**config.mk**
```make
export PLATFORM = sky130hd
export DESIGN_NAME = spi_master_gen
export DESIGN_NICKNAME = d
export VERILOG_FILES = /design/src/rtl/spi_gen_pkg.sv /design/src/rtl/spi_clkgen.sv /design/src/rtl/spi_master_gen.sv
export SDC_FILE = /design/constraint.sdc
export NUM_CORES = 1
export LEC_CHECK = 0
export ABC_AREA = 1
export BUFFER_PORTS_ARGS = -buffer_cell sky130_fd_sc_hd__clkbuf_2
export CORE_MARGIN = 10
export CORE_UTILIZATION = 53
export CTS_CLUSTER_DIAMETER = 120
export DETAILED_ROUTE_END_ITERATION = 6
export GPL_TIMING_DRIVEN = 0
export PLACE_DENSITY = 0.77
export SKIP_LAST_GASP = 1
export SYNTH_ARGS = -nofsm -noshare
export SYNTH_HDL_FRONTEND = slang
export SYNTH_SLANG_ARGS = --single-unit
export TNS_END_PERCENT = 50
```
**constraint.sdc**
```tcl
create_clock -name clk_cpu -period 2.48 [get_ports clk_cpu]
set_input_delay 0.496 -clock clk_cpu [delete_from_list [all_inputs] [get_ports clk_cpu]]
set_output_delay 0.496 -clock clk_cpu [all_outputs]
set_load 0.01 [all_outputs]
```
**src/rtl/spi_gen_pkg.sv**
```systemverilog
// Shared definitions for the SPI master: FSM state encoding, SPI mode constants
// ({cpol,cpha}) and the frame-length field width helper.
package spi_gen_pkg;

  typedef enum logic [2:0] {
    ST_IDLE,
    ST_SETUP,
    ST_SHIFT,
    ST_HOLD,
    ST_DONE
  } spi_state_t;

  localparam logic [1:0] SPI_MODE0 = 2'b00;
  localparam logic [1:0] SPI_MODE1 = 2'b01;
  localparam logic [1:0] SPI_MODE2 = 2'b10;
  localparam logic [1:0] SPI_MODE3 = 2'b11;

  // Length field must hold DATA_W itself, hence one bit more than an index.
  function automatic int unsigned len_w(input int unsigned data_w);
    return $clog2(data_w) + 1;
  endfunction

endpackage

```
**src/rtl/spi_clkgen.sv**
```systemverilog
// Half-period tick generator: while enabled, pulses o_tick once every
// i_reload+1 cycles; while disabled it holds the reload value ready.
module spi_clkgen #(
  parameter int DIV_W = 16
) (
  input  logic             clk,
  input  logic             rst_n,
  input  logic             i_en,
  input  logic [DIV_W-1:0] i_reload,
  output logic             o_tick
);

  logic [DIV_W-1:0] r_cnt;

  always_ff @(posedge clk or negedge rst_n) begin
    if (!rst_n)                   r_cnt <= '0;
    else if (!i_en || r_cnt == '0) r_cnt <= i_reload;
    else                          r_cnt <= r_cnt - DIV_W'(1);
  end

  assign o_tick = i_en && (r_cnt == '0);

endmodule

```
**src/rtl/spi_master_gen.sv**
```systemverilog
// Generic SPI master (modes 0-3, MSB/LSB first, variable frame length).
// Define SPI_MASTER_GEN_LOOPBACK_EN to let the loopback port route MOSI to the receiver.
module spi_master_gen
  import spi_gen_pkg::*;
#(
  parameter int DATA_W = 32,
  parameter int NUM_SS = 4,
  parameter int DIV_W  = 16
) (
  input  logic                  clk_cpu,
  input  logic                  rst,
  input  logic [DIV_W-1:0]      SPI_BITRATE,
  input  logic [DATA_W-1:0]     SPI_DATA_OUT,
  output logic [DATA_W-1:0]     SPI_DATA_IN,
  input  logic                  start,
  input  logic                  cpol,
  input  logic                  cpha,
  input  logic                  lsb_first,
  input  logic [$clog2(DATA_W):0] len,
  input  logic [2:0]            ss_sel,
  input  logic                  irq_en,
  input  logic                  irq_clr,
  input  logic                  loopback,
  output logic                  busy,
  output logic                  done,
  output logic                  SCK,
  output logic                  MOSI,
  input  logic                  MISO,
  output logic [NUM_SS-1:0]     SS,
  output logic                  IRQ_SPI
);

  localparam int LEN_W = len_w(DATA_W);
  localparam int IDX_W = LEN_W - 1;

  spi_state_t         r_state;
  logic [DIV_W-1:0]   r_bitrate;
  logic [DATA_W-1:0]  r_tx, r_rx, r_data_in;
  logic [LEN_W-1:0]   r_len, r_bit;
  logic [NUM_SS-1:0]  r_ss;
  logic               r_cpol, r_cpha, r_lsb, r_lead, r_arm;
  logic               r_sck, r_mosi, r_done, r_irq;

  logic [LEN_W-1:0]   w_len_in;
  logic [IDX_W-1:0]   w_pos0, w_pos_cur, w_pos_next;
  logic [NUM_SS-1:0]  w_ss_act;
  logic [DIV_W-1:0]   w_reload;
  logic [1:0]         w_mode;
  logic               w_en, w_tick, w_miso, w_lead_sample;

  function automatic logic [IDX_W-1:0] f_pos(input logic lsb,
                                             input logic [LEN_W-1:0] l,
                                             input logic [LEN_W-1:0] b);
    logic [LEN_W-1:0] p;
    p = lsb ? b : (l - LEN_W'(1) - b);
    return p[IDX_W-1:0];
  endfunction

  assign w_len_in   = (len == '0 || len > LEN_W'(DATA_W)) ? LEN_W'(DATA_W) : len;
  assign w_pos0     = f_pos(lsb_first, w_len_in, '0);
  assign w_pos_cur  = f_pos(r_lsb, r_len, r_bit);
  assign w_pos_next = f_pos(r_lsb, r_len, r_bit + LEN_W'(1));
  assign w_mode     = {r_cpol, r_cpha};

  always_comb begin
    w_lead_sample = 1'b1;
    case (w_mode)
      SPI_MODE0, SPI_MODE2: w_lead_sample = 1'b1;
      SPI_MODE1, SPI_MODE3: w_lead_sample = 1'b0;
      default:              w_lead_sample = 1'b1;
    endcase
  end

  always_comb begin
    w_ss_act = '1;
    for (int unsigned i = 0; i < unsigned'(NUM_SS); i++)
      if (ss_sel == 3'(i)) w_ss_act[i] = 1'b0;
  end

`ifdef SPI_MASTER_GEN_LOOPBACK_EN
  assign w_miso = loopback ? r_mosi : MISO;
`else
  logic w_unused_loopback;
  assign w_unused_loopback = loopback;
  assign w_miso = MISO;
`endif

  // In IDLE the divider preloads from the live input so SETUP starts on the new rate.
  assign w_reload = (r_state == ST_IDLE) ? SPI_BITRATE : r_bitrate;
  assign w_en     = (r_state == ST_SETUP) || (r_state == ST_SHIFT) || (r_state == ST_HOLD);

  spi_clkgen #(.DIV_W(DIV_W)) u_clkgen (
    .clk      (clk_cpu),
    .rst_n    (rst),
    .i_en     (w_en),
    .i_reload (w_reload),
    .o_tick   (w_tick)
  );

  always_ff @(posedge clk_cpu or negedge rst) begin
    if (!rst) begin
      r_state   <= ST_IDLE;
      r_bitrate <= '0;
      r_tx      <= '0;
      r_rx      <= '0;
      r_data_in <= '0;
      r_len     <= '0;
      r_bit     <= '0;
      r_ss      <= '1;
      r_cpol    <= 1'b0;
      r_cpha    <= 1'b0;
      r_lsb     <= 1'b0;
      r_lead    <= 1'b1;
      r_arm     <= 1'b0;
      r_sck     <= 1'b0;
      r_mosi    <= 1'b0;
      r_done    <= 1'b0;
      r_irq     <= 1'b0;
    end else begin
      r_arm  <= 1'b1;
      r_done <= 1'b0;
      if (r_state == ST_DONE && irq_en) r_irq <= 1'b1;
      else if (irq_clr)                 r_irq <= 1'b0;

      case (r_state)
        ST_IDLE: begin
          r_sck <= cpol;
          if (start && r_arm) begin
            r_bitrate <= SPI_BITRATE;
            r_tx      <= SPI_DATA_OUT;
            r_cpol    <= cpol;
            r_cpha    <= cpha;
            r_lsb     <= lsb_first;
            r_len     <= w_len_in;
            r_bit     <= '0;
            r_lead    <= 1'b1;
            r_rx      <= '0;
            r_ss      <= w_ss_act;
            if (!cpha) r_mosi <= SPI_DATA_OUT[w_pos0];
            r_state   <= ST_SETUP;
          end
        end
        ST_SETUP: if (w_tick) r_state <= ST_SHIFT;
        ST_SHIFT: if (w_tick) begin
          r_sck  <= ~r_sck;
          r_lead <= ~r_lead;
          if (r_lead) begin
            if (w_lead_sample) r_rx[w_pos_cur] <= w_miso;
            else               r_mosi <= r_tx[w_pos_cur];
          end else begin
            if (!w_lead_sample) r_rx[w_pos_cur] <= w_miso;
            if (r_bit == r_len - LEN_W'(1)) begin
              r_state <= ST_HOLD;
            end else begin
              r_bit <= r_bit + LEN_W'(1);
              if (w_lead_sample) r_mosi <= r_tx[w_pos_next];
            end
          end
        end
        ST_HOLD: if (w_tick) begin
          r_state   <= ST_DONE;
          r_ss      <= '1;
          r_data_in <= r_rx;
          r_done    <= 1'b1;
        end
        ST_DONE: begin
          r_sck   <= r_cpol;
          r_state <= ST_IDLE;
        end
        default: r_state <= ST_IDLE;
      endcase
    end
  end

  assign busy        = (r_state != ST_IDLE);
  assign done        = r_done;
  assign SCK         = r_sck;
  assign MOSI        = r_mosi;
  assign SS          = r_ss;
  assign IRQ_SPI     = r_irq;
  assign SPI_DATA_IN = r_data_in;

endmodule

```
==> results_dict.tcl <==
set metrics [dict create \
    portBuffers 106 \
    synthFlopType "dfrtp_1" \
    ant_nets 0 \
    drv_slew 0 \
    antenna_found_initial 0 \
    grt_max_degree 88 \
    start_util_pct 53.6 \
    grt_pass1_vias 8181 \
    hold_buffers 0 \
    rows 47 \
    crit_required_ns 2.81 \
    hold_class "in -> async" \
    cts_buffer_depth 2 \
    violations "negative setup slack" \
    worst_pin_slew_ns 0.607 \
    relSlewSlack_pct 59.2 \
    vdd_ir_drop_max_mv 0.515 \
    pre_cts_ws_ns -0.877 \
    routabilityCongestion 0.946 \
    layout_setup_ws_ns -0.168 \
    die_y_um 149 \
    powerDensity_nw_per_um2 503 \
    worstSetupPathType "reg -> reg" \
    hpwlAfterDp_mm 17.9 \
    drt_iter0_drc 675 \
    io_pins 108 \
    synth_edf_count 0 \
    period_needed_ns 2.65 \
    placeableCoreArea_sq_um 16500 \
    routed_wl_mm 25.9 \
    vias 8694 \
    drc 0 \
    placed_cell_area_sq_um 9680 \
    nNetsFinal 1454 \
    hold_viol_final 0 \
    arrival_ns 2.98 \
    syn_inst 1210 \
    rsz0062_at_grt "yes" \
    drive_gt1_share_pct 25.6 \
    status "complete, but fails checks" \
    dieArea_sq_um 22200 \
    synth_nets 1291 \
    yosys-top-cells-area "dfrtp_1 43%, nand2_1 20%, o21ai_0 5.7%" \
    finClkSkew_ns 0.00882 \
    tritoncts "done" \
    cts-buffers-inserted 17 \
    setup_viol 34 \
    cts_root_buffer "clkbuf_16" \
    synth_area_sq_um 8830 \
    cp_max_fo 5 \
    postSynthRegisterBits 156 \
    yosys.area.top_type "dfrtp_1" \
    yosysMostFrequentCell "nand2_1" \
    clk_pin_slew_ns 0.07 \
    max-cap-violations 0 \
    crit_path_end_kind "register" \
    die_x_um 149 \
    drt_pass1_iterations 6 \
    post_synth.cell_area_avg_sq_um 7.30 \
    synthToLayoutAreaGrowth_pct 26.9 \
    fin_crit_sh_pct 107 \
    synth_commonest_cells "460 x nand2_1, 151 x dfrtp_1, 112 x inv_1, 100 x o21ai_0" \
    clk_latency_ns 0.44 \
    ys.warnings.count 0 \
    ys_types 48 \
    vias_per_cell 5.41 \
    final_cell_area_sq_um 11200 \
    num_antenna_cells 0 \
    leakage_nw 5.76 \
    cts-htree-levels 4 \
    wl_per_cell_um 16.1 \
    total_power_mw 5.64 \
    synth-seq-area-share_pct 44.3 \
    grt_use_total_pct 22.1 \
    async_reset_ff_share_pct 100 \
    cts.sinks 156 \
    grt_overflow_total 0 \
    fmax_mhz 378 \
    yosysTopAreaCellShare_pct 42.8 \
    grt_pass1_wl_mm 40.1 \
    startpoint_type "register" \
]
==> area by class of cell <==
class	count	area, sq um
Timing Repair Buffer	145	912
Multi-Input combinational cell	884	4740
Inverter	123	472
Fill cell	1348	5260
Clock inverter	13	191
Sequential cell	156	3910
Clock buffer	19	443
Buffer	46	267
Tap cell	220	275
==> metrics by stage <==
stage | hold WS [ns] | TNS (ns) | utilization, % | std cells
finish | 0.0664 | -2.25 | 68.1 | 1606
global placement | 0.455 | -277.91 | 58.6 | 1536
global route | 0.104 | -10.57 | 68.1 | 1606
CTS | 0.0885 | -0.200 | 64.2 | 1582
detailed placement | 0.459 | -10.90 | 58.8 | 1537
floorplan | 0.200 | 0 | - | 1210
==> sequential cells by signal (all words and copies together), names as in the netlist, 4 cells and up <==
| register | cells |
|---|---|
| r_bit | 6 |
| SPI_DATA_IN | 32 |
| r_tx | 32 |
| u_clkgen.r_cnt | 16 |
| r_bitrate | 16 |
| SS | 4 |
| r_len | 6 |
| r_rx | 32 |
==> what timing repair did <==
action	CTS	global route
hold endpoints to repair	0	0
gates resized for setup	44	126
pin swaps	14	42
buffers inserted	12	20
endpoints found under the setup margin	33	103
gates cloned	1	5
==> cell usage in the layout (no fill, tap or decap), drive strengths merged, types with 11 or more instances in the layout <==
cell,n
nand2,466
dfrtp,151
clkbuf,150
inv,124
o21ai,113
nor2,94
nand3,86
buf,60
a21oi,23
xor2,14
ha,12
nor3,11
==> critical path, cell delays in order (launching register included) <==
cell and delay [ns]:
dfrtp_2 0.44, inv_1 0.09, nand3_1 0.16, xor2_2 0.22, ha_1 0.31, inv_1 0.07
o21ai_1 0.16, inv_1 0.05, nand2_1 0.09, nand2_2 0.07, nand2_2 0.08, nand2_4 0.11
nor2_4 0.12, nand2_2 0.11, nor2_2 0.16, o21ai_0 0.14, nand2_1 0.11, nand2_1 0.05
==> routing by layer <==
metal	wire [um]	GRT usage [%]	share of wire (%)
met3	1860	4.61	7.2
met2	12400	36.0	48
met5	0	0	0
met1	10900	28.6	42
met4	698	7.75	2.7
==> path summary, 6_finish.rpt <==
check / startpoint / to / slack [ns] / cells after the start
worst max-delay path: r_len[2]$_DFFE_PN0P_ / r_rx[4]$_DFFE_PN0P_ / -0.17 / 17
worst min-delay path: rst / IRQ_SPI$_DFFE_PN0P_ / 0.07 / 1
worst max register to register: r_len[2]$_DFFE_PN0P_ / r_rx[4]$_DFFE_PN0P_ / -0.17 / 17
worst min register to register: r_bitrate[12]$_DFFE_PN0P_ / r_bitrate[12]$_DFFE_PN0P_ / 0.47 / 2
max in group asynchronous: rst / r_lead$_DFFE_PN1P_ / 1.60 / 2
min in group clk_cpu: irq_clr / IRQ_SPI$_DFFE_PN0P_ / 0.26 / 2
==> report_power, final <==
group          leakage, nW  switching [mW]  total (mW)  internal (mW)
logic                 3.54           0.182       0.274         0.0922
registers             1.91         0.00139        2.55           2.55
clock network        0.305            1.09        2.81           1.72
total                 5.76            1.28        5.64           4.36
==> kinds of logic after synthesis <==
kind of cell               Yosys count  synth area share [%]
AOI/OAI and AO/OA                  166                  10.3
xor gates and xnor gates            21                  2.08
adders and majority gates           14                  2.15
buffers and inverters              170                  8.03
DFF                                156                  44.3
other                                1                0.0425
and+or+nand+nor                    682                  33.1
Note: power is estimated with default switching activity, not from simulation.
